===== src/rtl/delay_ctrl_pkg.sv =====
// Shared types and helpers for the delay-line ramp controller.
package delay_ctrl_pkg;

  typedef enum logic [2:0] {
    IDLE,
    RAMP,
    CAL_SETTLE,
    CAL_SAMPLE,
    CAL_RETURN
  } ctrl_state_e;

  // Width of a channel index; a single channel still needs one bit.
  function automatic int unsigned chan_w(int unsigned n);
    return (n > 1) ? $clog2(n) : 1;
  endfunction

  // Saturate a requested tap to the last tap of the line.
  function automatic int unsigned clamp_tap(int unsigned tap, int unsigned max_tap);
    return (tap > max_tap) ? max_tap : tap;
  endfunction

endpackage


===== src/rtl/delay_settle_timer.sv =====
// Settle-window counter: counts 0..SettleCycles-1 while enabled, ticks on wrap.
module delay_settle_timer #(
  parameter int SettleCycles = 4
) (
  input  logic clk_i,
  input  logic rst_ni,
  input  logic clr_i,
  input  logic en_i,
  output logic tick_o
);

  localparam int CntW = (SettleCycles > 1) ? $clog2(SettleCycles) : 1;
  localparam logic [CntW-1:0] CntMax = CntW'(SettleCycles - 1);

  logic [CntW-1:0] count_q, count_d;

  assign tick_o = en_i && (count_q == CntMax);

  // Next count: clear wins, otherwise advance and wrap while enabled.
  always_comb begin
    // NOTE: default assignment first so no path through this block infers a latch.
    count_d = count_q;
    if (clr_i) begin
      count_d = '0;
    end else if (en_i) begin
      count_d = tick_o ? '0 : count_q + 1'b1;
    end
  end

  // Counter register with synchronous active-low reset.
  always_ff @(posedge clk_i) begin
    // NOTE: sequential state uses non-blocking assignments so every flop samples pre-edge values.
    if (!rst_ni) count_q <= '0;
    else         count_q <= count_d;
  end

endmodule


===== src/rtl/delay_ramp_ctrl.sv =====
// Multi-channel delay-line controller: glitch-free single-tap ramping and
// calibration sweep searching for the first 0->1 phase-detector transition.
module delay_ramp_ctrl
  import delay_ctrl_pkg::*;
#(
  parameter int NumChannels  = 2,
  parameter int NumSteps     = 16,
  parameter int SettleCycles = 4,
  parameter int ResetDelay   = 0,
  localparam int DelayW      = $clog2(NumSteps),
  localparam int ChanW       = chan_w(NumChannels)
) (
  input  logic                          clk_i,
  input  logic                          rst_ni,
  input  logic                          req_valid_i,
  output logic                          req_ready_o,
  input  logic [ChanW-1:0]              req_chan_i,
  input  logic [DelayW-1:0]             req_delay_i,
  input  logic                          req_cal_i,
  input  logic [NumChannels-1:0]        phase_i,
  output logic [NumChannels*DelayW-1:0] delay_o,
  output logic [NumChannels-1:0]        busy_o,
  output logic                          cal_done_o,
  output logic                          cal_found_o,
  output logic [DelayW-1:0]             cal_tap_o
);

  ctrl_state_e       state_q, state_d;
  logic [ChanW-1:0]  chan_q, chan_d;
  logic [DelayW-1:0] target_q, target_d;
  logic              cal_q, cal_d;
  logic              prev_q, prev_d;
  logic              cal_done_q, cal_done_d;
  logic              cal_found_q, cal_found_d;
  logic [DelayW-1:0] cal_tap_q, cal_tap_d;
  logic [DelayW-1:0] delay_q [NumChannels];

  logic              accept, chan_ok, tick, timer_clr, timer_en;
  logic              code_we;
  logic [DelayW-1:0] code_wd, cur_code, step_code, req_tgt;

  assign req_ready_o = (state_q == IDLE);
  assign accept      = req_valid_i && req_ready_o;
  assign chan_ok     = (32'(req_chan_i) < NumChannels);
  assign cur_code    = delay_q[chan_q];
  assign step_code   = (cur_code > target_q) ? cur_code - 1'b1 : cur_code + 1'b1;
  assign timer_clr   = accept || (state_q == CAL_SAMPLE);
  assign timer_en    = (state_q == RAMP) || (state_q == CAL_SETTLE) || (state_q == CAL_RETURN);

  delay_settle_timer #(
    .SettleCycles(SettleCycles)
  ) u_timer (
    .clk_i (clk_i),
    .rst_ni(rst_ni),
    .clr_i (timer_clr),
    .en_i  (timer_en),
    .tick_o(tick)
  );

  // Next-state logic: request capture, ramp stepping and sweep decisions.
  always_comb begin
    state_d     = state_q;
    chan_d      = chan_q;
    target_d    = target_q;
    cal_d       = cal_q;
    prev_d      = prev_q;
    code_we     = 1'b0;
    code_wd     = cur_code;
    cal_done_d  = 1'b0;
    cal_found_d = cal_found_q;
    cal_tap_d   = cal_tap_q;
    req_tgt     = req_cal_i ? '0 : DelayW'(clamp_tap(32'(req_delay_i), NumSteps - 1));
    unique case (state_q)
      IDLE: begin
        // Out-of-range channels are consumed without any effect.
        if (accept && chan_ok) begin
          chan_d   = req_chan_i;
          target_d = req_tgt;
          cal_d    = req_cal_i;
          if (req_tgt != delay_q[req_chan_i]) state_d = RAMP;
          else if (req_cal_i)                 state_d = CAL_SETTLE;
        end
      end
      RAMP: begin
        if (tick) begin
          code_we = 1'b1;
          code_wd = step_code;
          if (step_code == target_q) state_d = cal_q ? CAL_SETTLE : IDLE;
        end
      end
      CAL_SETTLE: begin
        if (tick) state_d = CAL_SAMPLE;
      end
      CAL_SAMPLE: begin
        if ((cur_code != '0) && !prev_q && phase_i[chan_q]) begin
          state_d     = IDLE;
          cal_done_d  = 1'b1;
          cal_found_d = 1'b1;
          cal_tap_d   = cur_code;
        end else begin
          prev_d = phase_i[chan_q];
          if (32'(cur_code) < NumSteps - 1) begin
            code_we = 1'b1;
            code_wd = cur_code + 1'b1;
            state_d = CAL_SETTLE;
          end else begin
            state_d = CAL_RETURN;
          end
        end
      end
      CAL_RETURN: begin
        // target_q is 0 throughout calibration, so step_code walks down.
        if (tick) begin
          code_we = 1'b1;
          code_wd = step_code;
          if (step_code == '0) begin
            state_d     = IDLE;
            cal_done_d  = 1'b1;
            cal_found_d = 1'b0;
            cal_tap_d   = '0;
          end
        end
      end
      default: state_d = IDLE;
    endcase
  end

  // Control and per-channel tap registers, synchronous active-low reset.
  always_ff @(posedge clk_i) begin
    if (!rst_ni) begin
      state_q     <= IDLE;
      chan_q      <= '0;
      target_q    <= '0;
      cal_q       <= 1'b0;
      prev_q      <= 1'b0;
      cal_done_q  <= 1'b0;
      cal_found_q <= 1'b0;
      cal_tap_q   <= '0;
      // NOTE: the tap array is reset because the delay lines must come up at a known code.
      for (int c = 0; c < NumChannels; c++) delay_q[c] <= DelayW'(ResetDelay);
    end else begin
      state_q     <= state_d;
      chan_q      <= chan_d;
      target_q    <= target_d;
      cal_q       <= cal_d;
      prev_q      <= prev_d;
      cal_done_q  <= cal_done_d;
      cal_found_q <= cal_found_d;
      cal_tap_q   <= cal_tap_d;
      if (code_we) delay_q[chan_q] <= code_wd;
    end
  end

  for (genvar c = 0; c < NumChannels; c++) begin : g_chan
    assign delay_o[c*DelayW +: DelayW] = delay_q[c];
    assign busy_o[c] = (state_q != IDLE) && (chan_q == ChanW'(c));
  end

  assign cal_done_o  = cal_done_q;
  assign cal_found_o = cal_found_q;
  assign cal_tap_o   = cal_tap_q;

endmodule

===== config.mk =====
export PLATFORM = sky130hd
export DESIGN_NAME = delay_ramp_ctrl
export DESIGN_NICKNAME = d
export VERILOG_FILES = /design/src/rtl/delay_ctrl_pkg.sv /design/src/rtl/delay_settle_timer.sv /design/src/rtl/delay_ramp_ctrl.sv
export SDC_FILE = /design/constraint.sdc
export NUM_CORES = 1
export LEC_CHECK = 0
export BUFFER_PORTS_ARGS = -buffer_cell sky130_fd_sc_hd__clkbuf_2
export CORE_MARGIN = 2
export CORE_UTILIZATION = 45
export CTS_CLUSTER_SIZE = 8
export DETAILED_ROUTE_END_ITERATION = 16
export GPL_ROUTABILITY_DRIVEN = 0
export MAX_ROUTING_LAYER = met4
export PLACE_DENSITY_LB_ADDON = 0.12
export SYNTH_ARGS = -nofsm -noshare
export SYNTH_HDL_FRONTEND = slang
export SYNTH_SLANG_ARGS = --single-unit

===== constraint.sdc =====
create_clock -name clk_i -period 3.75 [get_ports clk_i]
set_input_delay 0.1875 -clock clk_i [delete_from_list [all_inputs] [get_ports clk_i]]
set_output_delay 0.1875 -clock clk_i [all_outputs]
set_load 0.02 [all_outputs]

==> results.tsv, run 1 <==
stage	metric	value	unit
clocking	latest clock arrival within the worst-skew pair	0.27	ns
power	Lkg Pwr	0.829	nW
sta	Final Hold Viols	0	
setup_path	Setup crit end kind	register	
clocking	CTS Buffer Depth	2	
clocking	hold_buf cts	0	
setup_path	critical path data required time	3.96	ns
yosys	Synth cell types	55	
floorplanning	starting density of the core	47.9	%
sta	minimum clock period	3.29	ns
routing	drt first-iter violations	126	
floorplanning	core area	0.00409	mm2
clocking	CTS buffer count	3	
flow_run	MaxCap Viol Count	0	
finish	Multi-input gate area	0.00126	mm2
global_route	Tot GR Track Use	20.6	%
clocking	CTS resizes	0	
finish	area delta synth->final	10.3	%
hold_path	Worst Hold Depth	2	
place	Final HPWL DP	3.71	mm
sta	Clock Skews	0.00884	ns
floorplanning	die height	70.0	um
setup_path	Crit-path slowest cell	dfxtp_1	
yosys	Gate Count Post-Synth	225	
yosys	Ys Warns	0	
setup_path	CP Launch Type	register	
setup_path	Worst Path Arrival	3.50	ns
power	Comb pwr share	31.7	%
hold_path	HP Class	in2reg	
sta	measured slew at the worst slew-check pin	0.535	ns
setup_path	CP cell instances	mux2i_4 > inv_2 > ha_1 > a21oi_2 > nand3b_2 > and3_1 > or3_1 > a2111oi_2 > o311a_1	
sta	FMAX	304	MHz
sta	Final Cycle Share	87.8	%
setup_path	Crit path largest cell delay	0.64	ns
status	outcome	completed	
yosys	flops & latches, synth	27	
floorplanning	die area	0.00490	mm2
power	Seq pwr share	45.9	%
global_route	gr ovfl total	0	
finish	# diodes	0	
yosys	Post-Syn Area	0.00196	mm2
global_route	first-pass GRT wire length	8.11	mm
finish	register area	621	um2
yosys	total nets after synthesis	243	
floorplanning	Chip Width	70.0	um
yosys	most common flop cell mapped by yosys	dfxtp_1	
finish	Final #Nets	266	
global_route	pin count of the biggest net entering global routing	15	
clocking	clock-pin slew on the worst setup and hold paths	0.10	ns
power	clock power share	22.4	%
routing	Remaining DRCs	0	
sta	Slew headroom	63.6	%
routing	WL/cell	16.0	um
floorplanning	IO Count	28	
yosys	sequential fraction of the synthesis area	31.7	%
power	pwr dens	342	mW/mm2
place	Port Buf Inserts	27	
finish	final non-filler cell total	297	
finish	fin util	52.8	%
power	Pint	0.000482	W
setup_path	WS Path Type	reg2reg	
power	Net Switching	0.000258	W
power	Worst VDD drop	0.233	mV
floorplanning	row count	23	
routing	Post-DRT Antenna Nets	0	
routing	drt total wl	4.74	mm
yosys	Avg Cell Area, Syn	8.70	um2
finish	share of post-route cells with drive strength above 1	19.0	%
yosys	Post-synth ARST share	0	%
routing	routed vias/inst	5.85	
clocking	Clock Tree Root	clkbuf_8	
sta	endpoints failing setup	0	
clocking	CTS tree	built	
routing	via count	1738	
power	sw frac	34.9	%
sta	post-route setup TNS	0	ns
setup_path	crit-path max FO	8	
setup_path	FF-to-FF path depth	9	
global_route	initial antenna violation count	0	
global_route	vias in the first global route	1608	
yosys	Post-synth EDFFs	8	
routing	DR pass1 iterations	4	
power	Power Total	0.000739	W
clocking	Sink Count	27	
place	cell count after placement	293	
sta	max-slew violations	0	
sta	RSZ-0062 raised after global routing	no	
clocking	H-tree depth reported by CTS	1	
finish	Fill cells	408	
clocking	post-CTS setup buffers	0	
-- layout by cell type (no fill, tap or decap), drive strengths merged, types with 3 or more instances in the layout --
| master | count |
|---|---|
| clkbuf | 31 |
| nor2 | 21 |
| nand2 | 19 |
| dfxtp | 19 |
| a21oi | 18 |
| mux2i | 14 |
| nor3 | 10 |
| inv | 10 |
| o21ai | 9 |
| xnor2 | 8 |
| edfxtp | 8 |
| ha | 7 |
| nand3 | 7 |
| nand3b | 5 |
| and3 | 4 |
| nor3b | 4 |
| nor2b | 4 |
| o32ai | 4 |
| a211oi | 4 |
| nor4 | 4 |
| o211ai | 3 |
| or3 | 3 |
| o21a | 3 |
| a2111oi | 3 |
-- sequential cells by signal, indices dropped and copies added, names as in the netlist, named ones only --
register,cells
delay_q,8
cal_tap_o,4
target_q,4
state_q,3
u_timer.count_q,2
cal_done_o,1
cal_found_o,1
cal_q,1
chan_q,1
prev_q,1
-- kinds of logic after synthesis --
kind of cell	Yosys count	synth area share, %
and+or+nand+nor	87	24.0
adders and majority gates	7	4.47
muxes	15	9.39
buffers and inverters	19	4.03
DFF	27	31.7
xor gates and xnor gates	10	4.47
AOI/OAI and AO/OA	60	21.9
-- stage by stage --
| step | area, um2 | hold WS, ns | setup slack, ns |
|---|---|---|---|
| after floorplan | 1960 | 0.361 | 0.950 |
| after global placement | 2110 | 0.443 | 0.585 |
| after detailed placement | 2110 | 0.445 | 0.501 |
| after CTS | 2160 | 0.322 | 0.469 |
| after global routing | 2160 | 0.358 | 0.240 |
| final | 2160 | 0.324 | 0.459 |
-- Yosys cell counts, types with 2 or more instances --
library cell  instances  area, um2
o21ai_1               2       10.0
o41ai_1               2       17.5
a211oi_1              3       22.5
nand2b_1              2       12.5
a2111oi_0             2       17.5
clkbuf_1              8       30.0
nor2_1               21       78.8
nand3b_1              4       30.0
mux2i_2               2       27.5
dfxtp_1              19        380
nor2b_1               4       25.0
and3_1                4       25.0
mux2i_1              10        100
o21a_1                3       22.5
nor3_1                9       45.0
edfxtp_1              8        240
nor4_1                3       18.8
nand2_1              19       71.3
o21ai_0               7       35.0
mux2i_4               2       45.0
nor4b_1               2       17.5
a221oi_1              2       17.5
nor3b_1               4       30.0
ha_1                  7       87.6
nand3_1               6       30.0
xor2_1                2       17.5
xnor2_1               8       70.1
inv_2                 4       15.0
a21boi_0              2       15.0
or3_1                 3       18.8
inv_1                 6       22.5
o211ai_1              3       22.5
o32ai_1               4       35.0
a21oi_1              17       85.1
-- final cells by class --
type                    count  share of cell area [%]
clock buffers               4                    2.09
repair buffers             27                    6.26
inverters                  10                    1.74
well taps                  50                    2.90
multi-input cells         179                    58.3
flip-flops and latches     27                    28.7
-- per-layer routing --
layer	routed length, um	track usage, %	part of all wire [%]	vias up
li1	-	-	-	883
met1	2310	29.6	49	806
met2	2120	32.0	45	47
met3	291	2.31	6.1	2
met4	20	3.21	0.42	0
met5	0	-	0	-
-- path summary, 6_finish.rpt --
| check | start | end | slack [ns] |
|---|---|---|---|
| max | register | state_q[1] | 0.46 |
| min | rst_ni | cal_done_o | 0.32 |
| max reg2reg | register | state_q[1] | 0.46 |
| min reg2reg | cal_found_o | cal_found_o | 0.47 |
-- power by group through the flow --
stage	clock [W]	combinational, W	sequential, W
finish	0.000166	0.000234	0.000340
global route	0.000181	0.000260	0.000343
CTS	0.000168	0.000233	0.000339
detailed placement	0	0.000232	0.000346
global placement	0	0.000230	0.000346
floorplan	0	0.000191	0.000335
-- worst max-delay path: cells and delay by family, from the launching register on --
family | cells | cell delay, ns
simple gates | 3 | 0.79
mux | 1 | 0.45
buf+inv | 1 | 0.11
fa+ha+maj | 1 | 0.35
flops | 1 | 0.64
compound gates | 3 | 0.89
Note: power is estimated with default switching activity, not from simulation.
==> inputs of run 2 (changes only) <==
ABC_AREA = 1   (was unset)
==> run 2 against run 1 <==
Against the previous run:
- sequential share of layout area shrank 1.1 points
- critical path depth is 8 higher
- area after synthesis rose by 3.3%
==> results.tsv, run 2 <==
stage	metric	value	unit	change
status	outcome	completed		
yosys	top cells by area, synth	dfxtp_1, nand2_1, edfxtp_1, inv_1, nand3_1		
yosys	top cell type's share of synthesized area	18.8	%	-0.61 points
setup_path	Setup crit end kind	register		
sta	Clock Skews	0.00311	ns	-0.00574 ns
finish	Top reg by flops	delay_q		
yosys	top post-synthesis cells by count	nand2_1, inv_1, nor2_1		
clocking	CTS buffer count	3		unchanged
global_route	initial antenna violation count	0		unchanged
global_route	first-pass GRT wire length	7.94	mm	-2.0%
global_route	Tot GR Track Use	20.4	%	-0.25 points
routing	drt first-iter violations	116		-7.9%
finish	area delta synth->final	11.0	%	
setup_path	critical path data required time	3.90	ns	-0.06 ns
yosys	Synth area leader	dfxtp_1		
hold_path	HP Class	in2reg		
routing	Post-DRT Antenna Nets	0		unchanged
clocking	hold_buf cts	0		unchanged
clocking	Clock Tree Root	clkbuf_8		
floorplanning	die area	0.00505	mm2	+3.1%
finish	Final #Nets	334		+26%
yosys	Avg Cell Area, Syn	7.02	um2	-19%
power	Lkg Pwr	1.07	nW	+30%
routing	drt total wl	4.72	mm	-0.49%
clocking	post-CTS setup buffers	0		unchanged
finish	most frequent cells in the layout	nand2_1, inv_1, clkbuf_2		
sta	Final Hold Viols	0		unchanged
finish	share of post-route cells with drive strength above 1	26.0	%	+7.0 points
power	pwr dens	532	mW/mm2	+55%
finish	# diodes	0		unchanged
clocking	CTS resizes	0		unchanged
yosys	flops & latches, synth	27		unchanged
setup_path	crit-path max FO	8		unchanged
routing	via count	1831		+5.4%
floorplanning	core area	0.00435	mm2	+6.6%
place	Port Buf Inserts	27		unchanged
clocking	Sink Count	27		unchanged
routing	DR pass1 iterations	4		unchanged
sta	endpoints failing setup	0		unchanged
clocking	H-tree depth reported by CTS	1		unchanged
sta	Slew headroom	69.1	%	+5.5 points
floorplanning	starting density of the core	46.4	%	-1.5 points
floorplanning	Chip Width	71.0	um	+1.5%
clocking	CTS Buffer Depth	2		unchanged
floorplanning	row count	24		+4.3%
finish	commonest non-fill, non-tap cell in the layout	nand2_1		
routing	Remaining DRCs	0		unchanged
yosys	Post-synth ARST share	0	%	unchanged
yosys	most common flop cell mapped by yosys	dfxtp_1		
yosys	top-count cell post-synth	nand2_1		
sta	max-slew violations	0		unchanged
yosys	sequential fraction of the synthesis area	30.7	%	-1.0 points
place	Final HPWL DP	3.81	mm	+2.8%
setup_path	register-to-register setup slack	1.31	ns	+0.85 ns
sta	Final Cycle Share	65.1	%	-23 points
clocking	CTS tree	built		
yosys	Post-synth EDFFs	8		unchanged
routing	routed vias/inst	4.99		-15%
power	Worst VDD drop	0.312	mV	+34%
power	Power Total	0.00119	W	+61%
sta	minimum clock period	2.44	ns	-0.848 ns
setup_path	WS Path Type	reg2reg		
routing	WL/cell	12.9	um	-19%
clocking	clock-pin slew on the worst setup and hold paths	0.10	ns	about the same
global_route	vias in the first global route	1741		+8.3%
sta	measured slew at the worst slew-check pin	0.463	ns	-0.0723 ns
clocking	latest clock arrival within the worst-skew pair	0.28	ns	about the same
sta	RSZ-0062 raised after global routing	no		
global_route	pin count of the biggest net entering global routing	15		unchanged
finish	number of flip-flops in the largest register	8		unchanged
flow_run	MaxCap Viol Count	0		unchanged
floorplanning	IO Count	28		unchanged
yosys	total nets after synthesis	306		+26%
yosys	Gate Count Post-Synth	288		+28%
yosys	Ys Warns	0		unchanged
setup_path	CP Launch Type	register		
setup_path	Worst Path Arrival	2.60	ns	-0.90 ns
global_route	gr ovfl total	0		unchanged
floorplanning	die height	71.0	um	+1.5%
sta	post-route setup TNS	0	ns	unchanged
yosys	Post-Syn Area	0.00202	mm2	+3.3%
sta	FMAX	409	MHz	+35%
yosys	Synth cell types	39		-29%
==> run 2: cell types whose count changed after synthesis, moves of 9 or more <==
cell     change
mux2i_1     -10
nand2_2     +14
nand3_1     +15
nand2_1     +46
nor3_1       -9
inv_1       +39
==> run 2: cell families after synthesis <==
| group | Yosys count | share of synthesized area, % |
|---|---|---|
| AO/OA/AOI/OAI | 46 | 15.6 |
| AND/OR/NAND/NOR | 144 | 35.8 |
| buffers and inverters | 60 | 11.8 |
| XOR/XNOR | 4 | 1.73 |
| adder cells (fa/ha/maj) | 7 | 4.33 |
| flip-flops | 27 | 30.7 |
==> run 2: report_power, final <==
group / switching, W / internal, W
combinational: 0.000438 / 0.000214
sequential: 0.0000341 / 0.000336
clock: 0.0000950 / 0.0000763
==> run 2: critical path, stage by stage, from the launching register on <==
cell     delay (ns)
dfxtp_1        0.52
nand2_1        0.12
nand2_2        0.12
inv_2          0.07
ha_1           0.29
nand2_1        0.07
inv_1          0.05
nand2_1        0.09
nand2_2        0.10
nand2_2        0.09
nand2_1        0.08
nand2_1        0.08
nor2_1         0.17
nand3_4        0.12
nor2_2         0.10
nand2_2        0.10
nand3_1        0.09
a21oi_1        0.06
==> run 2: worst paths after layout <==
path | end | from | cells past startpoint
worst max-delay path | cal_tap_o[0] | register | 17
worst min-delay path | target_q[0] | req_delay_i[0] | 3
worst max register to register | cal_tap_o[0] | register | 17
worst min register to register | cal_found_o | cal_found_o | 2
==> run 2: per-stage QoR <==
stage	util, %	setup WS [ns]	std cells	cell area [um2]	hold slack [ns]
5_1_grt	51.5	1.01	367	2240	0.210
4_1_cts	51.5	1.32	367	2240	0.200
2_1_floorplan	-	1.51	288	2020	0.336
3_3_place_gp	50.5	1.41	363	2200	0.456
6_report	51.5	1.31	367	2240	0.200
3_5_place_dp	50.5	1.33	363	2200	0.455
==> run 2: cell type report <==
cell class | count | area [um2]
fillers | 435 | 2110
well taps | 52 | 65.1
clock buffers | 4 | 45.0
flip-flops and latches | 27 | 621
multi-input cells | 201 | 1160
repair buffers | 27 | 135
inverters | 56 | 215
==> run 2: per-layer routing <==
| layer | vias to the layer above | GRT usage [%] | part of all wire, % |
|---|---|---|---|
| met1 | 805 | 27.5 | 48 |
| met4 | 0 | 8.81 | 2.4 |
| li1 | 969 | - | - |
| met5 | - | - | 0 |
| met2 | 48 | 29.8 | 43 |
| met3 | 9 | 3.85 | 5.6 |
